<file path="src/rtl/qspis_pkg.sv">
// Shared definitions for the QSPI-slave Wishbone arbiter.
//   state_e   : arbiter sequencer states
//   TMO_RDATA : read data returned to a requester when its access times out
//   ADDR_PAD  : upper address byte placed above the 24-bit requester address
package qspis_pkg;

  typedef enum logic [1:0] {
    IDLE = 2'd0,
    BUSY = 2'd1,
    DONE = 2'd2
  } state_e;

  localparam logic [31:0] TMO_RDATA = 32'hFFFF_FFFF;
  localparam logic [7:0]  ADDR_PAD  = 8'h00;

endpackage

</file>
<file path="src/rtl/qspis_wb_tmo.sv">
// Bus-cycle timeout counter.
// Ports:
//   mclk, rst_n : clock, asynchronous active-low reset
//   i_clr       : synchronous clear (highest priority)
//   i_ld        : load i_ld_val
//   i_ld_val    : load value
//   i_en        : count enable; also qualifies the expire flag
//   o_expire    : high while enabled and the count sits at TMO_CYC-1
module qspis_wb_tmo
  import qspis_pkg::*;
#(
  parameter int unsigned TMO_W   = 8,
  parameter int unsigned TMO_CYC = 200
) (
  input  logic             mclk,
  input  logic             rst_n,
  input  logic             i_clr,
  input  logic             i_ld,
  input  logic [TMO_W-1:0] i_ld_val,
  input  logic             i_en,
  output logic             o_expire
);

  localparam logic [TMO_W-1:0] LastCnt = TMO_W'(TMO_CYC - 1);

  logic [TMO_W-1:0] r_cnt;

  always_ff @(posedge mclk or negedge rst_n) begin
    if (!rst_n) begin
      r_cnt <= '0;
    end else if (i_clr) begin
      r_cnt <= '0;
    end else if (i_ld) begin
      r_cnt <= i_ld_val;
    end else if (i_en) begin
      r_cnt <= r_cnt + TMO_W'(1);
    end
  end

  assign o_expire = i_en && (r_cnt == LastCnt);

endmodule

</file>
<file path="src/rtl/qspis_wb_arb.sv">
// Two-requester Wishbone arbiter/sequencer. r0 is the QSPI slave host path, r1 the
// debug/bist path. One registered bus cycle at a time, round-robin on ties, level
// requests with single-cycle ack pulses, stalled slaves terminated with an error.
// Ports:
//   mclk, rst_n                    : clock, asynchronous active-low reset
//   rN_wr/rN_rd                    : level write/read request (write wins if both)
//   rN_addr/rN_be/rN_wdata         : byte address, byte enables, write data
//   rN_rdata/rN_ack/rN_err         : read data, completion pulse, error (with ack)
//   wbm_cyc_o/stb_o/adr_o/we_o/dat_o/sel_o : Wishbone master outputs
//   wbm_dat_i/ack_i/err_i          : Wishbone slave responses
module qspis_wb_arb
  import qspis_pkg::*;
#(
  parameter int unsigned TMO_W   = 8,
  parameter int unsigned TMO_CYC = 200
) (
  input  logic        mclk,
  input  logic        rst_n,
  input  logic        r0_wr,
  input  logic        r0_rd,
  input  logic [23:0] r0_addr,
  input  logic [3:0]  r0_be,
  input  logic [31:0] r0_wdata,
  output logic [31:0] r0_rdata,
  output logic        r0_ack,
  output logic        r0_err,
  input  logic        r1_wr,
  input  logic        r1_rd,
  input  logic [23:0] r1_addr,
  input  logic [3:0]  r1_be,
  input  logic [31:0] r1_wdata,
  output logic [31:0] r1_rdata,
  output logic        r1_ack,
  output logic        r1_err,
  output logic        wbm_cyc_o,
  output logic        wbm_stb_o,
  output logic [31:0] wbm_adr_o,
  output logic        wbm_we_o,
  output logic [31:0] wbm_dat_o,
  output logic [3:0]  wbm_sel_o,
  input  logic [31:0] wbm_dat_i,
  input  logic        wbm_ack_i,
  input  logic        wbm_err_i
);

  state_e r_state, w_state_nxt;

  logic        w_req0, w_req1, w_any, w_sel1, w_grant;
  logic        w_hit, w_expire, w_term, w_err;
  logic [31:0] w_rdata;

  logic        r_last_gnt;  // 1: r1 was granted last, so r0 wins the next tie
  logic        r_gnt;       // requester currently owning the bus
  logic        r_cyc, r_we;
  logic [23:0] r_addr;
  logic [3:0]  r_sel;
  logic [31:0] r_wdata;
  logic [31:0] r_r0_rdata, r_r1_rdata;
  logic        r_r0_ack, r_r1_ack, r_r0_err, r_r1_err;

  assign w_req0  = r0_wr | r0_rd;
  assign w_req1  = r1_wr | r1_rd;
  assign w_any   = w_req0 | w_req1;
  // r1 wins when alone, or on a tie when r0 was served last.
  assign w_sel1  = w_req1 & (~w_req0 | ~r_last_gnt);
  assign w_grant = (r_state == IDLE) & w_any;

  assign w_hit   = wbm_ack_i | wbm_err_i;
  assign w_term  = (r_state == BUSY) & (w_hit | w_expire);
  // A termination without a slave response can only be the timeout.
  assign w_err   = wbm_err_i | ~w_hit;
  assign w_rdata = w_hit ? wbm_dat_i : TMO_RDATA;

  qspis_wb_tmo #(
    .TMO_W  (TMO_W),
    .TMO_CYC(TMO_CYC)
  ) u_tmo (
    .mclk    (mclk),
    .rst_n   (rst_n),
    .i_clr   (r_state == DONE),
    .i_ld    (w_grant),
    .i_ld_val('0),
    .i_en    (r_state == BUSY),
    .o_expire(w_expire)
  );

  always_ff @(posedge mclk or negedge rst_n) begin
    if (!rst_n) begin
      r_state <= IDLE;
    end else begin
      r_state <= w_state_nxt;
    end
  end

  always_comb begin
    w_state_nxt = r_state;
    unique case (r_state)
      IDLE:    if (w_any)  w_state_nxt = BUSY;
      BUSY:    if (w_term) w_state_nxt = DONE;
      DONE:    w_state_nxt = IDLE;
      default: w_state_nxt = IDLE;
    endcase
  end

  always_ff @(posedge mclk or negedge rst_n) begin
    if (!rst_n) begin
      r_last_gnt <= 1'b1;
      r_gnt      <= 1'b0;
      r_cyc      <= 1'b0;
      r_we       <= 1'b0;
      r_addr     <= '0;
      r_sel      <= '0;
      r_wdata    <= '0;
      r_r0_rdata <= '0;
      r_r1_rdata <= '0;
      r_r0_ack   <= 1'b0;
      r_r1_ack   <= 1'b0;
      r_r0_err   <= 1'b0;
      r_r1_err   <= 1'b0;
    end else begin
      r_r0_ack <= 1'b0;
      r_r1_ack <= 1'b0;
      r_r0_err <= 1'b0;
      r_r1_err <= 1'b0;
      if (w_grant) begin
        r_gnt      <= w_sel1;
        r_last_gnt <= w_sel1;
        r_cyc      <= 1'b1;
        r_we       <= w_sel1 ? r1_wr    : r0_wr;
        r_addr     <= w_sel1 ? r1_addr  : r0_addr;
        r_sel      <= w_sel1 ? r1_be    : r0_be;
        r_wdata    <= w_sel1 ? r1_wdata : r0_wdata;
      end
      if (w_term) begin
        r_cyc <= 1'b0;
        if (r_gnt) begin
          r_r1_ack <= 1'b1;
          r_r1_err <= w_err;
          if (!r_we) r_r1_rdata <= w_rdata;
        end else begin
          r_r0_ack <= 1'b1;
          r_r0_err <= w_err;
          if (!r_we) r_r0_rdata <= w_rdata;
        end
      end
    end
  end

  assign wbm_cyc_o = r_cyc;
  assign wbm_stb_o = r_cyc;
  assign wbm_adr_o = {ADDR_PAD, r_addr};
  assign wbm_we_o  = r_we;
  assign wbm_dat_o = r_wdata;
  assign wbm_sel_o = r_sel;

  assign r0_rdata  = r_r0_rdata;
  assign r1_rdata  = r_r1_rdata;
  assign r0_ack    = r_r0_ack;
  assign r1_ack    = r_r1_ack;
  assign r0_err    = r_r0_err;
  assign r1_err    = r_r1_err;

endmodule

</file>
<file path="config.mk">
export PLATFORM = sky130hd
export DESIGN_NAME = qspis_wb_arb
export DESIGN_NICKNAME = d
export VERILOG_FILES = /design/src/rtl/qspis_pkg.sv /design/src/rtl/qspis_wb_tmo.sv /design/src/rtl/qspis_wb_arb.sv
export SDC_FILE = /design/constraint.sdc
export NUM_CORES = 1
export LEC_CHECK = 0
export CAP_MARGIN = 10
export CELL_PAD_IN_SITES_DETAIL_PLACEMENT = 1
export CELL_PAD_IN_SITES_GLOBAL_PLACEMENT = 2
export CORE_MARGIN = 10
export CORE_UTILIZATION = 25
export CTS_CLUSTER_SIZE = 30
export DETAILED_ROUTE_END_ITERATION = 6
export DONT_BUFFER_PORTS = 1
export PLACE_DENSITY = 0.52
export RECOVER_POWER = 50
export SLEW_MARGIN = 0
export SYNTH_ARGS = -nofsm -noshare
export SYNTH_HDL_FRONTEND = slang
export SYNTH_HIERARCHICAL = 1
export SYNTH_SLANG_ARGS = --single-unit
</file>
<file path="constraint.sdc">
create_clock -name mclk -period 3.09 [get_ports mclk]
set_input_delay 0.309 -clock mclk [delete_from_list [all_inputs] [get_ports mclk]]
set_output_delay 0.309 -clock mclk [all_outputs]
set_load 0.02 [all_outputs]
</file>
==> flow_metrics.tcl, run 1 <==
set metrics [dict create \
    cts_root_buf "clkbuf_16" \
    synth.top_cell.area_share_pct 52.5 \
    ctsResizeCount 0 \
    arrival_ns 2.85 \
    dp.cells 908 \
    hp-class "in2async" \
    antenna_left 0 \
    synth_cell_type_count 42 \
    io_buffers 0 \
    clkSlewWorstSetupHoldPaths_ns 0.07 \
    start_util_pct 25.6 \
    layout-drive-gt1-share_pct 24.5 \
    ys_seq_area_share_pct 52.9 \
    grt_max_degree 143 \
    worst_setup_path_start_kind "flop" \
    routed_wl_um 22800 \
    cts_setup_buffers 0 \
    dieArea_sq_mm 0.0338 \
    area_growth_pct 12.2 \
    fin_crit_sh_pct 82.4 \
    via_per_inst 5.22 \
    tns_ns 0 \
    crit_required_ns 3.39 \
    slew_viol_final 0 \
    multi_input_area_sq_mm 0.00287 \
    finalNetCount 753 \
    std_cell_rows 59 \
    synth_area_leaders "dfrtp_1 53%, mux2_2 11%, nand3b_1 6.7%" \
    drt-initial-drc-count 273 \
    clockBufferDepth 2 \
    grt_pass1_vias 5291 \
    crit_path_max_fanout 32 \
    p_leak_nw 2.88 \
    worst_slack_ns 0.545 \
    grt_use_total_pct 13.0 \
    final_cells 940 \
    h-tree-depth 4 \
    finClkSkew_ns 0.0140 \
    finalHoldViolations 142 \
    rsz0062_at_grt "no" \
    synth_largest_area_cell "dfrtp_1" \
    post-route-cell-area_sq_mm 0.00753 \
    worstMarginPinSlew_ns 1.00 \
    synth_cells 615 \
    hpwl_um 15700 \
    ff2ff_path_depth 8 \
    ys_ff_latch 142 \
    clkLatencyLatePin_ns 0.42 \
    critPathKind "reg2reg" \
    yosysWarnings 6 \
    n_antenna_cell 0 \
    antenna_found_initial 2 \
    core_sq_mm 0.0263 \
    cts_buffers 17 \
    firstDrtPassIters 7 \
    ioPinCount 299 \
    grt_pass1_wl_um 34100 \
    place.gp.congestion 0.726 \
    fill_cells 2947 \
    dp_worst_setup_slack_ns 0.536 \
    max_freq_ghz 0.393 \
    peakVddDrop_uv 579 \
    synth_area_sq_mm 0.00672 \
    setup_viol 0 \
    avgSynthCellArea_sq_um 10.9 \
    max_cap_viol_count 0 \
    regArea_sq_mm 0.00355 \
    worstReg2RegEnd "r1_rdata[22]" \
    cts_tree "built" \
    status "finished with violations" \
    hold_slack_ns -0.413 \
    fin_util_pct 28.7 \
    rr_startpoint "r_state[1]" \
    die_y_um 184 \
    r2r_setup_slack_ns 0.54 \
    drc_errors 0 \
    violations "negative hold slack" \
    gr-total-overflow 0 \
    clock_sinks 142 \
    dieWidth_um 184 \
    max_slew_margin_pct 32.9 \
    critPathCaptureType "flop" \
    vias 4911 \
    place_area_sq_mm 0.00693 \
    wire_per_inst_um 24.2 \
    power_density_mw_per_mm2 1230 \
    period_needed_ns 2.55 \
]
[logic make-up after synthesis]
group                    after synthesis  synth area share [%]
AO/OA/AOI/OAI                        197                  16.3
flip-flops                           142                  52.9
AND/OR/NAND/NOR                      131                  13.0
buffers and inverters                 71                  5.68
multiplexers                          68                  11.4
XOR/XNOR                               4                 0.522
adder cells (fa/ha/maj)                1                 0.186
other                                  1                0.0558
[how the worst max path moves through the flow]
stage                from  cells past startpoint      endpoint  slack, ns
2_1_floorplan  r_state[1]                      8  r1_rdata[10]       0.93
3_3_place_gp   r_state[1]                      8  r1_rdata[22]       0.65
3_5_place_dp   r_state[1]                      8  r1_rdata[22]       0.54
4_1_cts        r_state[1]                      8  r1_rdata[22]       0.52
5_1_grt        r_state[1]                      8   r1_rdata[1]       0.34
6_report       r_state[1]                      8  r1_rdata[22]       0.54
[layout by cell type, fill, tap and decap left out, types with 7 or more instances in the layout]
master,count
nor2_1,9
clkbuf_16,17
a21oi_1,62
nand3b_1,60
conb_1,16
a31oi_1,60
or2_2,32
nand2_1,7
o21ai_0,58
dfrtp_1,141
mux2_2,66
buf_4,9
[cell usage after synthesis, drive strengths merged]
library cell and n:
ha 1, mux2 67, o32ai 1, conb 1, xor2 4, nor2b 2, and2 2, clkbuf 42
nand3 1, o21ai 64, nor2 11, mux2i 1, nand4bb 1, dfrtp 141, a211oi 3, or3 3
nor3 3, nand4 3, nor4b 1, nand3b 60, nor3b 1, nand2b 2, or4 2, buf 24
a21boi 1, dfstp 1, a21oi 62, nand2 7, a311oi 3, o21a 1, inv 5, or2 32
a31oi 60, a21o 2
[flip-flops by register name, summed over array words and instances (netlist names), 2 cells and up]
register     cells
u_tmo/r_cnt      8
r0_rdata        32
r1_rdata        32
r_addr          24
wbm_dat_o       32
wbm_sel_o        4
r_state          2
[power breakdown]
part	internal, W	switching [W]
Clock	0.00115	0.000958
Sequential	0.00282	0.00196
Combinational	0.00104	0.00133
Total	0.00501	0.00425
[per-layer routing]
metal | vias to the layer above | GRT usage (%) | part of all wire [%]
li1 | 2171 | - | -
met1 | 2481 | 15.5 | 41
met5 | - | 0 | 0.15
met4 | 4 | 3.41 | 1.1
met2 | 238 | 19.6 | 44
met3 | 17 | 7.57 | 14
[worst max-delay path: stages (launching register included)]
cell      delay (ns)
dfrtp_1         0.42
nand2b_1        0.22
inv_1           0.24
nand3_1         0.11
nor3_1          0.20
nor3_1          0.14
nor4b_4         0.25
buf_4           0.43
mux2_2          0.39
[area by class of cell]
class	instances	share of cell area [%]
clock inverters	15	2.32
multi-input cells	417	38.1
well taps	335	5.56
inverters	5	0.249
flip-flops and latches	142	47.2
repair buffers	9	0.897
clock buffers	17	5.65
[metrics by stage]
step                hold slack [ns]  total power (W)
floorplan                    0.0134          0.00645
global placement             0.0194          0.00716
detailed placement           0.0187          0.00728
CTS                          -0.443          0.00944
global route                 -0.454          0.00990
finish                       -0.413          0.00925
Note: power is estimated with default switching activity, not from simulation.
==> run 2: changes to the inputs <==
Clock period 3.09 ns to 2.35 ns, I/O delays scaled along.
==> run 2 against run 1 <==
Compared with the run above:
- the flow still finishes with violations (negative hold slack)
- global-route usage up 0.77 points
- clock power up 28%
- first-iteration DRC count down 24%
- fmax up 14%
- clock-buffer cell count up 1
- flip-flop and latch count unchanged
- critical endpoint is now r1_rdata[17]
- largest power group unchanged
==> flow_metrics.tcl, run 2 (synthesis gave the netlist of run 1 again) <==
set metrics [dict create \
    power_density_mw_per_mm2 1490 \
    clockBufferDepth 2 \
    routed_wl_um 24200 \
    critPathCaptureType "flop" \
    via_per_inst 5.03 \
    drt-initial-drc-count 208 \
    crit_family "simple AND/OR/NAND/NOR gates" \
    multi_input_area_sq_mm 0.00287 \
    cts_buffers 17 \
    clkPwrFrac_pct 20.7 \
    finClkSkew_ns 0.0104 \
    post-route-cell-area_sq_mm 0.00877 \
    period_needed_ns 2.23 \
    area_growth_pct 30.6 \
    finalPower_w 0.0130 \
    worst_setup_path_start_kind "flop" \
    cts_root_buf "clkbuf_16" \
    io_buffers 0 \
    start_util_pct 25.6 \
    ioPinCount 299 \
    final_common_cell "dfrtp_1" \
    tns_ns 0 \
    core_sq_mm 0.0263 \
    max_slew_margin_pct 49.0 \
    clkSlewWorstSetupHoldPaths_ns 0.07 \
    drc_errors 0 \
    final_cell_mix "141 x dfrtp_1, 114 x dlygate4sd3_1, 66 x mux2_2" \
    die_y_um 184 \
    dp.cells 910 \
    rr_startpoint "r_state[1]" \
    grt_pass1_wl_um 36400 \
    wire_per_inst_um 22.9 \
    peakVddDrop_uv 540 \
    firstDrtPassIters 4 \
    violations "negative hold slack" \
    final_cells 1058 \
    r2r_setup_slack_ns 0.12 \
    crit_required_ns 2.64 \
    place_area_sq_mm 0.00701 \
    vias 5325 \
    p_seq_share_pct 48.2 \
    clock_sinks 142 \
    dr_wl_met2_um 11000 \
    p_comb_share_pct 31.1 \
    cpPeakStageDelay_ns 0.41 \
    finalNetCount 871 \
    regArea_sq_mm 0.00355 \
    place.gp.congestion 0.733 \
    hp-class "in2async" \
    power.switching_w 0.00579 \
    cp_slowest_cell "dfrtp_1" \
    max_cap_viol_count 0 \
    antenna_left 0 \
    slew_viol_final 0 \
    h-tree-depth 4 \
    cts_hold_buffers 114 \
    met1_length_um 9870 \
    fill_cells 2887 \
    crit_path_max_fanout 16 \
    critPathKind "reg2reg" \
    finalHoldViolations 142 \
    antenna_found_initial 0 \
    cts_tree "built" \
    startpoint "r_state[1]" \
    setup_viol 0 \
    fin_crit_sh_pct 95.1 \
    status "finished with violations" \
    worstMarginPinSlew_ns 0.766 \
    swShare_pct 44.4 \
    grt_pass1_vias 5988 \
    path_cells "nand2b_1, inv_1, nand3_1, nor3_1, nor3_1, buf_4, nor4b_4, buf_4, buf_12, mux2_2" \
    hold_slack_ns -0.498 \
    clkLatencyLatePin_ns 0.42 \
    path_buf_inv 4 \
    grt_max_degree 143 \
    highest_layer "met4" \
    grt_use_total_pct 13.8 \
    max_freq_ghz 0.448 \
    hpwl_um 15800 \
    p_leak_nw 3.39 \
    fin_util_pct 33.4 \
    dr_wl_met3_um 2980 \
    n_antenna_cell 0 \
    gr-total-overflow 0 \
    intPower_w 0.00726 \
    layout-drive-gt1-share_pct 21.0 \
    arrival_ns 2.53 \
    dieArea_sq_mm 0.0338 \
    std_cell_rows 59 \
    dieWidth_um 184 \
]
run 2: cell count changes in the layout (fill, tap and decap cells not counted), moves of 3 or more:
cell,before,now
buf_12,0,5
buf_4,9,6
dlygate4sd3_1,0,114
inv_8,1,4
run 2: cell type report:
type | instances | share of cell area, %
Sequential cell | 142 | 40.5
Multi-Input combinational cell | 417 | 32.8
Timing Repair Buffer | 127 | 15.1
Clock buffer | 18 | 5.00
Tap cell | 335 | 4.78
Clock inverter | 14 | 1.67
Inverter | 5 | 0.214
run 2: metrics by stage:
step           hold slack, ns  setup WS [ns]
6_report               -0.498          0.116
5_1_grt                -0.537       -0.00360
4_1_cts                -0.523         0.0191
3_5_place_dp          -0.0558         0.0832
3_3_place_gp          -0.0545          0.162
2_1_floorplan         -0.0606          0.192
run 2: final timing paths:
kind	end	depth (start not counted)
worst max-delay path	r1_rdata[17]	10
worst min-delay path	r0_rdata[6]	0
worst max register to register	r1_rdata[17]	10
worst min register to register	u_tmo/r_cnt[7]	2
max in group asynchronous	u_tmo/r_cnt[0]	0
min in group mclk	wbm_dat_o[6]	2
run 2: routing by layer:
layer / vias up / global-route usage (%)
met5: - / 0
met3: 19 / 7.41
met1: 2675 / 16.3
met2: 226 / 21.3
li1: 2405 / -
met4: 0 / 3.83
run 2: power groups by stage:
stage | combinational [W] | sequential, W | clock [W]
6_report | 0.00405 | 0.00629 | 0.00270
3_5_place_dp | 0.00331 | 0.00639 | 0
4_1_cts | 0.00403 | 0.00635 | 0.00281
3_3_place_gp | 0.00315 | 0.00638 | 0
2_1_floorplan | 0.00270 | 0.00578 | 0
5_1_grt | 0.00451 | 0.00650 | 0.00291
run 2: timing repair:
| action | CTS | global route |
|---|---|---|
| hold endpoints to repair | 202 | 142 |
| gates resized for setup | 0 | 1 |
| setup buffers | 0 | 1 |
| endpoints found under the setup margin | 0 | 43 |
